<file path="config.mk">
export PLATFORM = sky130hd
export DESIGN_NAME = gbt_rx_frame_monitor_flat
export DESIGN_NICKNAME = d
export VERILOG_FILES = /design/src/rtl/gbt_rx_frame_monitor_if.sv /design/src/rtl/gbt_rx_frame_monitor.sv /design/src/flat_wrapper.sv
export SDC_FILE = /design/constraint.sdc
export NUM_CORES = 1
export LEC_CHECK = 0
export CORE_MARGIN = 3
export CORE_UTILIZATION = 45
export CTS_BUF_LIST = sky130_fd_sc_hd__clkbuf_16
export DETAILED_ROUTE_END_ITERATION = 8
export PLACE_DENSITY = 0.86
export SYNTH_ARGS = -nofsm -noshare
export SYNTH_HDL_FRONTEND = slang
export SYNTH_SLANG_ARGS = --single-unit
</file>
<file path="constraint.sdc">
create_clock -name clk_40mhz -period 4.66 [get_ports clk_40mhz]
set_clock_uncertainty 0.05 [all_clocks]
set_input_delay 1.165 -clock clk_40mhz [delete_from_list [all_inputs] [get_ports clk_40mhz]]
set_output_delay 1.165 -clock clk_40mhz [all_outputs]
set_load 0.005 [all_outputs]
</file>
<file path="src/rtl/gbt_rx_frame_monitor_if.sv">
// gbt_rx_frame_monitor_if: received GBT frame in, validated motor data out
interface gbt_rx_frame_monitor_if;
  logic        frame_valid_i;
  logic [79:0] payload_i;
  logic [63:0] data_o;
  logic        data_valid_o;
  modport master(output frame_valid_i, payload_i, input data_o, data_valid_o);
  modport slave(input frame_valid_i, payload_i, output data_o, data_valid_o);
endinterface

</file>
<file path="src/rtl/gbt_rx_frame_monitor.sv">
// gbt_rx_frame_monitor: checks GBT frames, qualifies link lock, forwards validated motor data
module gbt_rx_frame_monitor #(
  parameter int         LOCK_FRAMES    = 16,
  parameter int         UNLOCK_ERRORS  = 4,
  parameter int         TIMEOUT_CYCLES = 4000,
  parameter logic [3:0] HEADER         = 4'hA
) (
  input  logic                     clk_40mhz,
  input  logic                     reset_n,
  input  logic                     rx_ready_i,
  input  logic                     link_ready_i,
  input  logic                     clear_cnt_i,
  gbt_rx_frame_monitor_if.slave    bus,
  output logic [1:0]               link_state_o,
  output logic                     locked_o,
  output logic [15:0]              hdr_err_cnt_o,
  output logic [15:0]              seq_err_cnt_o,
  output logic [15:0]              crc_err_cnt_o,
  output logic                     timeout_o
);
  typedef enum logic [1:0] {LINK_DOWN = 2'd0, SYNCING = 2'd1, LOCKED = 2'd2} state_t;
  localparam int RW = $clog2(LOCK_FRAMES + 1);
  localparam int BW = $clog2(UNLOCK_ERRORS + 1);
  localparam int WW = $clog2(TIMEOUT_CYCLES + 1);
  state_t          r_state, w_state_nx;
  logic [RW-1:0]   r_run, w_run_nx;
  logic [BW-1:0]   r_bad, w_bad_nx;
  logic [WW-1:0]   r_wd;
  logic [3:0]      r_exp_seq;
  logic [63:0]     r_data;
  logic            r_dv, r_timeout, w_strobe;
  logic [15:0]     r_hdr_cnt, r_seq_cnt, r_crc_cnt;
  logic            w_active, w_fv, w_ready, w_timeout;
  logic            w_hdr_ok, w_crc_ok, w_seq_ok, w_good;
  logic [7:0]      w_xor;
  wire [79:0] w_p = bus.payload_i;
  assign w_xor    = w_p[63:56] ^ w_p[55:48] ^ w_p[47:40] ^ w_p[39:32] ^
                    w_p[31:24] ^ w_p[23:16] ^ w_p[15:8]  ^ w_p[7:0];
  assign w_active = r_state != LINK_DOWN;
  assign w_fv     = bus.frame_valid_i & w_active;
  assign w_ready  = rx_ready_i & link_ready_i;
  assign w_hdr_ok = w_p[79:76] == HEADER;
  assign w_crc_ok = w_p[71:64] == w_xor;
  assign w_seq_ok = w_p[75:72] == r_exp_seq;
  assign w_good   = w_hdr_ok & w_crc_ok & w_seq_ok;
  assign w_timeout = w_active & ~bus.frame_valid_i & (r_wd == WW'(TIMEOUT_CYCLES - 1));
  always_comb begin
    w_state_nx = r_state;
    w_run_nx   = r_run;
    w_bad_nx   = r_bad;
    w_strobe   = 1'b0;
    case (r_state)
      LINK_DOWN: if (w_ready) begin
        w_state_nx = SYNCING;
        w_run_nx   = '0;
      end
      SYNCING: if (w_fv) begin
        w_run_nx = w_good ? r_run + 1'b1 : '0;
        if (w_good && r_run == RW'(LOCK_FRAMES - 1)) begin
          w_state_nx = LOCKED;
          w_bad_nx   = '0;
          w_strobe   = 1'b1;
        end
      end
      LOCKED: if (w_fv) begin
        w_bad_nx = w_good ? '0 : r_bad + 1'b1;
        w_strobe = w_good;
        if (!w_good && r_bad == BW'(UNLOCK_ERRORS - 1)) begin
          w_state_nx = SYNCING;
          w_run_nx   = '0;
        end
      end
      default: w_state_nx = LINK_DOWN;
    endcase
    if (!w_ready || w_timeout) w_state_nx = LINK_DOWN;
  end
  function automatic logic [15:0] f_cnt(input logic [15:0] c, input logic inc, input logic clr);
    return clr ? 16'd0 : c + {15'd0, inc & ~&c};
  endfunction
  always_ff @(posedge clk_40mhz or negedge reset_n) begin
    if (!reset_n) begin
      r_state   <= LINK_DOWN;
      r_run     <= '0;
      r_bad     <= '0;
      r_wd      <= '0;
      r_exp_seq <= '0;
      r_data    <= '0;
      r_dv      <= 1'b0;
      r_timeout <= 1'b0;
      r_hdr_cnt <= '0;
      r_seq_cnt <= '0;
      r_crc_cnt <= '0;
    end else begin
      r_state   <= w_state_nx;
      r_run     <= w_run_nx;
      r_bad     <= w_bad_nx;
      r_dv      <= w_strobe;
      r_wd      <= (!w_active || bus.frame_valid_i || w_timeout) ? '0 : r_wd + 1'b1;
      if (w_strobe) r_data <= w_p[63:0];
      // resync to the sender's count whenever the frame itself is trustworthy
      if (w_fv && w_hdr_ok && w_crc_ok) r_exp_seq <= w_p[75:72] + 4'd1;
      r_hdr_cnt <= f_cnt(r_hdr_cnt, w_fv & ~w_hdr_ok, clear_cnt_i);
      r_crc_cnt <= f_cnt(r_crc_cnt, w_fv & ~w_crc_ok, clear_cnt_i);
      r_seq_cnt <= f_cnt(r_seq_cnt, w_fv & w_hdr_ok & w_crc_ok & ~w_seq_ok, clear_cnt_i);
      r_timeout <= clear_cnt_i ? 1'b0 : (r_timeout | w_timeout);
    end
  end
  assign bus.data_o       = r_data;
  assign bus.data_valid_o = r_dv;
  assign link_state_o     = r_state;
  assign locked_o         = r_state == LOCKED;
  assign hdr_err_cnt_o    = r_hdr_cnt;
  assign seq_err_cnt_o    = r_seq_cnt;
  assign crc_err_cnt_o    = r_crc_cnt;
  assign timeout_o        = r_timeout;
endmodule
</file>
<file path="src/flat_wrapper.sv">
// flat-port wrapper written by rule: the top's interface ports become plain ports
module gbt_rx_frame_monitor_flat 
#(
  parameter int         LOCK_FRAMES    = 16,
  parameter int         UNLOCK_ERRORS  = 4,
  parameter int         TIMEOUT_CYCLES = 4000,
  parameter logic [3:0] HEADER         = 4'hA
)
  (clk_40mhz, reset_n, rx_ready_i, link_ready_i, clear_cnt_i, link_state_o, locked_o, hdr_err_cnt_o, seq_err_cnt_o, crc_err_cnt_o, timeout_o, bus_frame_valid_i, bus_payload_i, bus_data_o, bus_data_valid_o);
  gbt_rx_frame_monitor_if bus_i ();
  input  logic clk_40mhz;
  input  logic reset_n;
  input  logic rx_ready_i;
  input  logic link_ready_i;
  input  logic clear_cnt_i;
  output logic [1:0] link_state_o;
  output logic locked_o;
  output logic [15:0] hdr_err_cnt_o;
  output logic [15:0] seq_err_cnt_o;
  output logic [15:0] crc_err_cnt_o;
  output logic timeout_o;
  input wire logic [$bits(bus_i.frame_valid_i)-1:0] bus_frame_valid_i;
  input wire logic [$bits(bus_i.payload_i)-1:0] bus_payload_i;
  output wire logic [$bits(bus_i.data_o)-1:0] bus_data_o;
  output wire logic [$bits(bus_i.data_valid_o)-1:0] bus_data_valid_o;
  assign bus_i.frame_valid_i = bus_frame_valid_i;
  assign bus_i.payload_i = bus_payload_i;
  assign bus_data_o = bus_i.data_o;
  assign bus_data_valid_o = bus_i.data_valid_o;
  gbt_rx_frame_monitor #(.LOCK_FRAMES(LOCK_FRAMES), .UNLOCK_ERRORS(UNLOCK_ERRORS), .TIMEOUT_CYCLES(TIMEOUT_CYCLES), .HEADER(HEADER)) u_core (.clk_40mhz(clk_40mhz), .reset_n(reset_n), .rx_ready_i(rx_ready_i), .link_ready_i(link_ready_i), .clear_cnt_i(clear_cnt_i), .bus(bus_i), .link_state_o(link_state_o), .locked_o(locked_o), .hdr_err_cnt_o(hdr_err_cnt_o), .seq_err_cnt_o(seq_err_cnt_o), .crc_err_cnt_o(crc_err_cnt_o), .timeout_o(timeout_o));
endmodule
</file>
== After elaboration in Yosys (flattened, before gate mapping) ==
Index checks and enable logic that the tools add are counted.
Storage, ports and cells
  output and inout port bits: 117
  bits in registers: 140
  word-level logic and storage cells: 112
Cells by class
  add/sub/neg operators: 7
  reduce and logical (&&, ||, !) cells: 23
  bitwise logic cells: 26
  eq/ne operators: 18
  multiplexer cells: 27
Operators by type and width (number)
  $xor 8x8->8: 7
  $add 16x1->16: 3
  $mux 16: 3
  $reduce_and 16->1: 3
  $mux 5: 5
  $ne 3x1->1 const B: 5
  $pmux 5 s3: 1
  $and 1x1->1: 14
  $add 12x1->12 const B: 1
  $eq 12x12->1 const B: 1
  $mux 12: 1
  $mux 2: 6
  $mux 3: 4
  $ne 2x1->1 const B: 5
  $reduce_and 5->1: 2
  $eq 8x8->1: 1
  $logic_not 1->1: 6
  $pmux 2 s3: 1
  $pmux 3 s2: 1
  $add 5x1->5 const B: 1
  $eq 5x4->1 const B: 1
  $add 4x1->4 const B: 1
  $eq 4x4->1: 1
  $eq 4x4->1 const B: 1
  other kinds (14): 26

== Logic depth before layout (Yosys ltp) ==
  depth after elaboration: 16
  depth in mapped cells: 14

== Least setup slack after synthesis ==
Ideal clock, no wire load.
  kind: input port to flip-flop
  from: input port bus_payload_i[26]
  to: register u_core.r_seq_cnt[12] (netlist: u_core.seq_err_cnt_o[12])
  stages on the path: 13
  library setup time: 0.132 ns
  arrival: 3.438 ns
  path slack: 1.040 ns
  cell sequence: xor2_1 -> xnor3_1 -> xnor2_1 -> nand4_1 -> nor2_1 -> nand3_1 -> a311oi_1 -> ha_1 -> nand2_1 -> nor3_1 -> nand3_1 -> xor2_1 -> nor2_1
On the way
  cells in the longest elaborated chain, start to end: 10
RTL lines
  from (decl): line flat_wrapper.sv:23  | input wire logic [$bits(bus_i.payload_i)-1:0] bus_payload_i;
  $xor 8x8->8: line gbt_rx_frame_monitor.sv:37  | assign w_xor = w_p[63:56] ^ w_p[55:48] ^ w_p[47:40] ^ w_p[39:32] ^
  $xor 8x8->8 (3 in a row): line gbt_rx_frame_monitor.sv:38  | w_p[31:24] ^ w_p[23:16] ^ w_p[15:8] ^ w_p[7:0];
  $eq 8x8->1: line gbt_rx_frame_monitor.sv:43  | assign w_crc_ok = w_p[71:64] == w_xor;
  $and 1x1->1 (2 in a row): line gbt_rx_frame_monitor.sv:104  | r_seq_cnt <= f_cnt(r_seq_cnt, w_fv & w_hdr_ok & w_crc_ok & ~w_seq_ok, clear_cnt_i);
  $and 1x1->1: line gbt_rx_frame_monitor.sv:78  | return clr ? 16'd0 : c + {15'd0, inc & ~&c};
  $add 16x1->16: line gbt_rx_frame_monitor.sv:78
  $mux 16: line gbt_rx_frame_monitor.sv:78
  to (signal assigned): line gbt_rx_frame_monitor.sv:104
  to (decl): line gbt_rx_frame_monitor.sv:32  | logic [15:0] r_hdr_cnt, r_seq_cnt, r_crc_cnt;
Every way passes these cells.
A chain may end at the register's enable or synchronous reset.

== Worst setup path in the final report ==
  from: input port bus_payload_i[31]
  to: register u_core.r_seq_cnt[14] (netlist: u_core.seq_err_cnt_o[14])
The elaborated chain is that of the path after synthesis.

==> results.json <==
{
  "grt_usage": 0.207,
  "place_ws_ps": 53.8,
  "finalHoldViolCount": 0,
  "viasPerCell": 5.15,
  "dr.pass1.iters": 6,
  "grt_pass1_wl_microns": 27000,
  "post_cts_buffers": 0,
  "rrSetupSlack_ps": 1790,
  "cts_buffers": 17,
  "status": "finished, final reports clean",
  "start_kind": "primary input",
  "netlist.area_leader.share": 0.514,
  "syn_area_sq_mm": 0.00682,
  "synth_top_flop_cell": "dfrtp_1",
  "clock.fmax_ghz": 0.238,
  "synth_common_cells": "140 x dfrtp_1, 68 x nor2_1, 60 x mux2_1, 55 x xor2_1, 47 x xnor2_1",
  "core_sq_mm": 0.0147,
  "die_w_microns": 129,
  "cts_htree_levels": 4,
  "yosysSeqAreaShare": 0.514,
  "die_area_sq_mm": 0.0167,
  "diodes": 0,
  "clock_latency_ps": 420,
  "layout.nets": 903,
  "critPathKind": "in2reg",
  "cp.required_ps": 4880,
  "wl_per_cell_microns": 16.6,
  "slew_headroom": 0.411,
  "hpwl_microns": 12200,
  "hold_buffers": 0,
  "grt_max_degree": 96,
  "antenna_found_initial": 0,
  "finalSetupTns_ps": 0,
  "grt_overflow": 0,
  "rsz0062_at_grt": "false",
  "min_path_type": "reg2reg",
  "crit_path_end_kind": "register",
  "syn2layout_area_growth_pct": 41.5,
  "timing.final.ws_setup_ps": 458,
  "yosysTopAreaCell": "dfrtp_1",
  "yosysMostFrequentCell": "dfrtp_1",
  "row_count": 44,
  "synthArstFlopShare": 1.00,
  "ys_ff_latch": 140,
  "io_pins": 203,
  "port_buffers": 202,
  "worstPathArrival_ps": 4420,
  "worst_slew_pin_slew_ps": 884,
  "syn_nets": 688,
  "vdd_drop_max_v": 0.000244,
  "wirelength_microns": 16600,
  "die_h_microns": 129,
  "synth_edf_count": 0,
  "maxSlewViolCount": 0,
  "cts_buffer_depth": 2,
  "start_util": 0.464,
  "cts_tree": "done",
  "cts_resized": 0,
  "gp_congestion": 0.845,
  "ys_warn_count": 0,
  "period_needed_ps": 4200,
  "setup_viol": 0,
  "route.detailed.drc": 0,
  "path_buf_inv": 1,
  "cpPeakStageDelay_ps": 490,
  "path_cells": "clkdlybuf4s50_1, xor2_1, xnor3_1, xnor2_1, nand4_1, nor2_1, nand3_1, a311oi_1, ha_1, nand2_1, nor3_1, nand3_1, xor2_1, nor2_1",
  "cpMaxStageDelayCell": "clkdlybuf4s50_1",
  "postSynthAreaPerCell_sq_um": 11.7,
  "synth_cell_types": 41,
  "critPathTopFamily": "simple AND/OR/NAND/NOR gates",
  "n_fill_cell": 1117,
  "cap_violations": 0,
  "fin_crit_sh": 0.902,
  "p_leak_uw": 0.00441,
  "cts-root-buf": "clkbuf_16",
  "clock_sinks": 140,
  "drive_gt1_frac": 0.0603,
  "synth.area.top_cells": "dfrtp_1 51%, mux2_1 9.9%, xor2_1 7.1%, xnor2_1 6.0%, nor2_1 3.7%",
  "vias": 5132,
  "grt_pass1_vias": 5296,
  "antenna_left": 0,
  "clk_pin_slew_worst_paths_ps": 60,
  "worst-path-max-fanout": 3,
  "synthCells": 585,
  "power_density_mw_per_mm2": 302,
  "drtIter0Drc": 229
}
==> area by class of cell <==
| class | instances | area, sq um | share of cell area |
|---|---|---|---|
| Sequential cell | 140 | 3500 | 0.363 |
| Clock inverter | 15 | 179 | 0.0185 |
| Inverter | 7 | 26.3 | 0.00272 |
| Timing Repair Buffer | 211 | 2100 | 0.217 |
| Clock buffer | 17 | 425 | 0.0441 |
| Multi-Input combinational cell | 423 | 3190 | 0.331 |
| Tap cell | 184 | 230 | 0.0238 |
==> registers in the layout, indices dropped and copies added (netlist names) <==
signal	flops
u_core.crc_err_cnt_o	16
u_core.timeout_o	1
u_core.hdr_err_cnt_o	16
u_core.r_run	5
u_core.seq_err_cnt_o	16
u_core.r_bad	3
u_core.link_state_o	2
u_core.r_wd	12
u_core.bus.data_valid_o	1
u_core.r_exp_seq	4
u_core.bus.data_o	64
==> power by group <==
part	total [uW]	internal, uW	switching, uW
Clock	1400	883	513
Combinational	293	165	128
Sequential	1230	1220	5.45
==> metrics by stage <==
step	hold slack, ps	total power (uW)	utilization	instances	area, sq um
6_report	436	2920	0.657	997	9650
5_1_grt	451	3020	0.657	997	9650
4_1_cts	443	2940	0.657	997	9650
3_5_place_dp	430	1540	0.616	965	9050
3_3_place_gp	423	1540	0.616	965	9050
2_1_floorplan	405	1390	-	585	6820
==> metal layers <==
layer,routed length [microns],global-route usage
met3,832,0.0495
met5,0,0
met4,478,0.0933
met2,8070,0.339
met1,7170,0.261
==> path summary, 6_finish.rpt <==
path                                                  to              startpoint  cells past startpoint
min in group asynchronous                u_core.r_wd[11]                 reset_n                      1
worst max-delay path            u_core.seq_err_cnt_o[14]       bus_payload_i[31]                     14
worst min register to register     u_core.bus.data_o[39]   u_core.bus.data_o[39]                      1
worst min-delay path               u_core.bus.data_o[39]   u_core.bus.data_o[39]                      1
worst max register to register  u_core.seq_err_cnt_o[14]  u_core.link_state_o[0]                     11
max in group asynchronous          u_core.bus.data_o[59]                 reset_n                      2
==> cells by family after synthesis <==
kind of cell             Yosys count  share of synthesized area
AND/OR/NAND/NOR                  191                      0.134
flip-flops                       140                      0.514
XOR/XNOR                         110                      0.157
multiplexers                      69                      0.114
AO/OA/AOI/OAI                     36                     0.0321
buffers and inverters             22                     0.0187
adder cells (fa/ha/maj)           17                     0.0312
==> cell usage in the layout, fill, tap and decap left out, types with 8 or more instances in the layout <==
cell type	synthesis	routed
a21oi_1	8	8
and3_1	15	15
buf_4	0	8
clkbuf_16	0	17
clkdlybuf4s50_1	0	200
dfrtp_1	140	140
ha_1	17	17
mux2_1	60	60
nand2_1	34	34
nand3_1	29	29
nand4_1	11	11
nor2_1	68	68
nor3_1	10	10
o21ai_0	16	16
xnor2_1	47	47
xnor3_1	8	8
xor2_1	55	55
==> worst reg2reg max path, delay by kind of cell (launching register included) <==
family / cells / cell delay, ps
compound gates: 1 / 330
xor+xnor: 1 / 190
fa+ha+maj: 2 / 530
flops: 1 / 460
simple gates: 6 / 1060
buf+inv: 1 / 90
(Power assumes the default switching activity.)
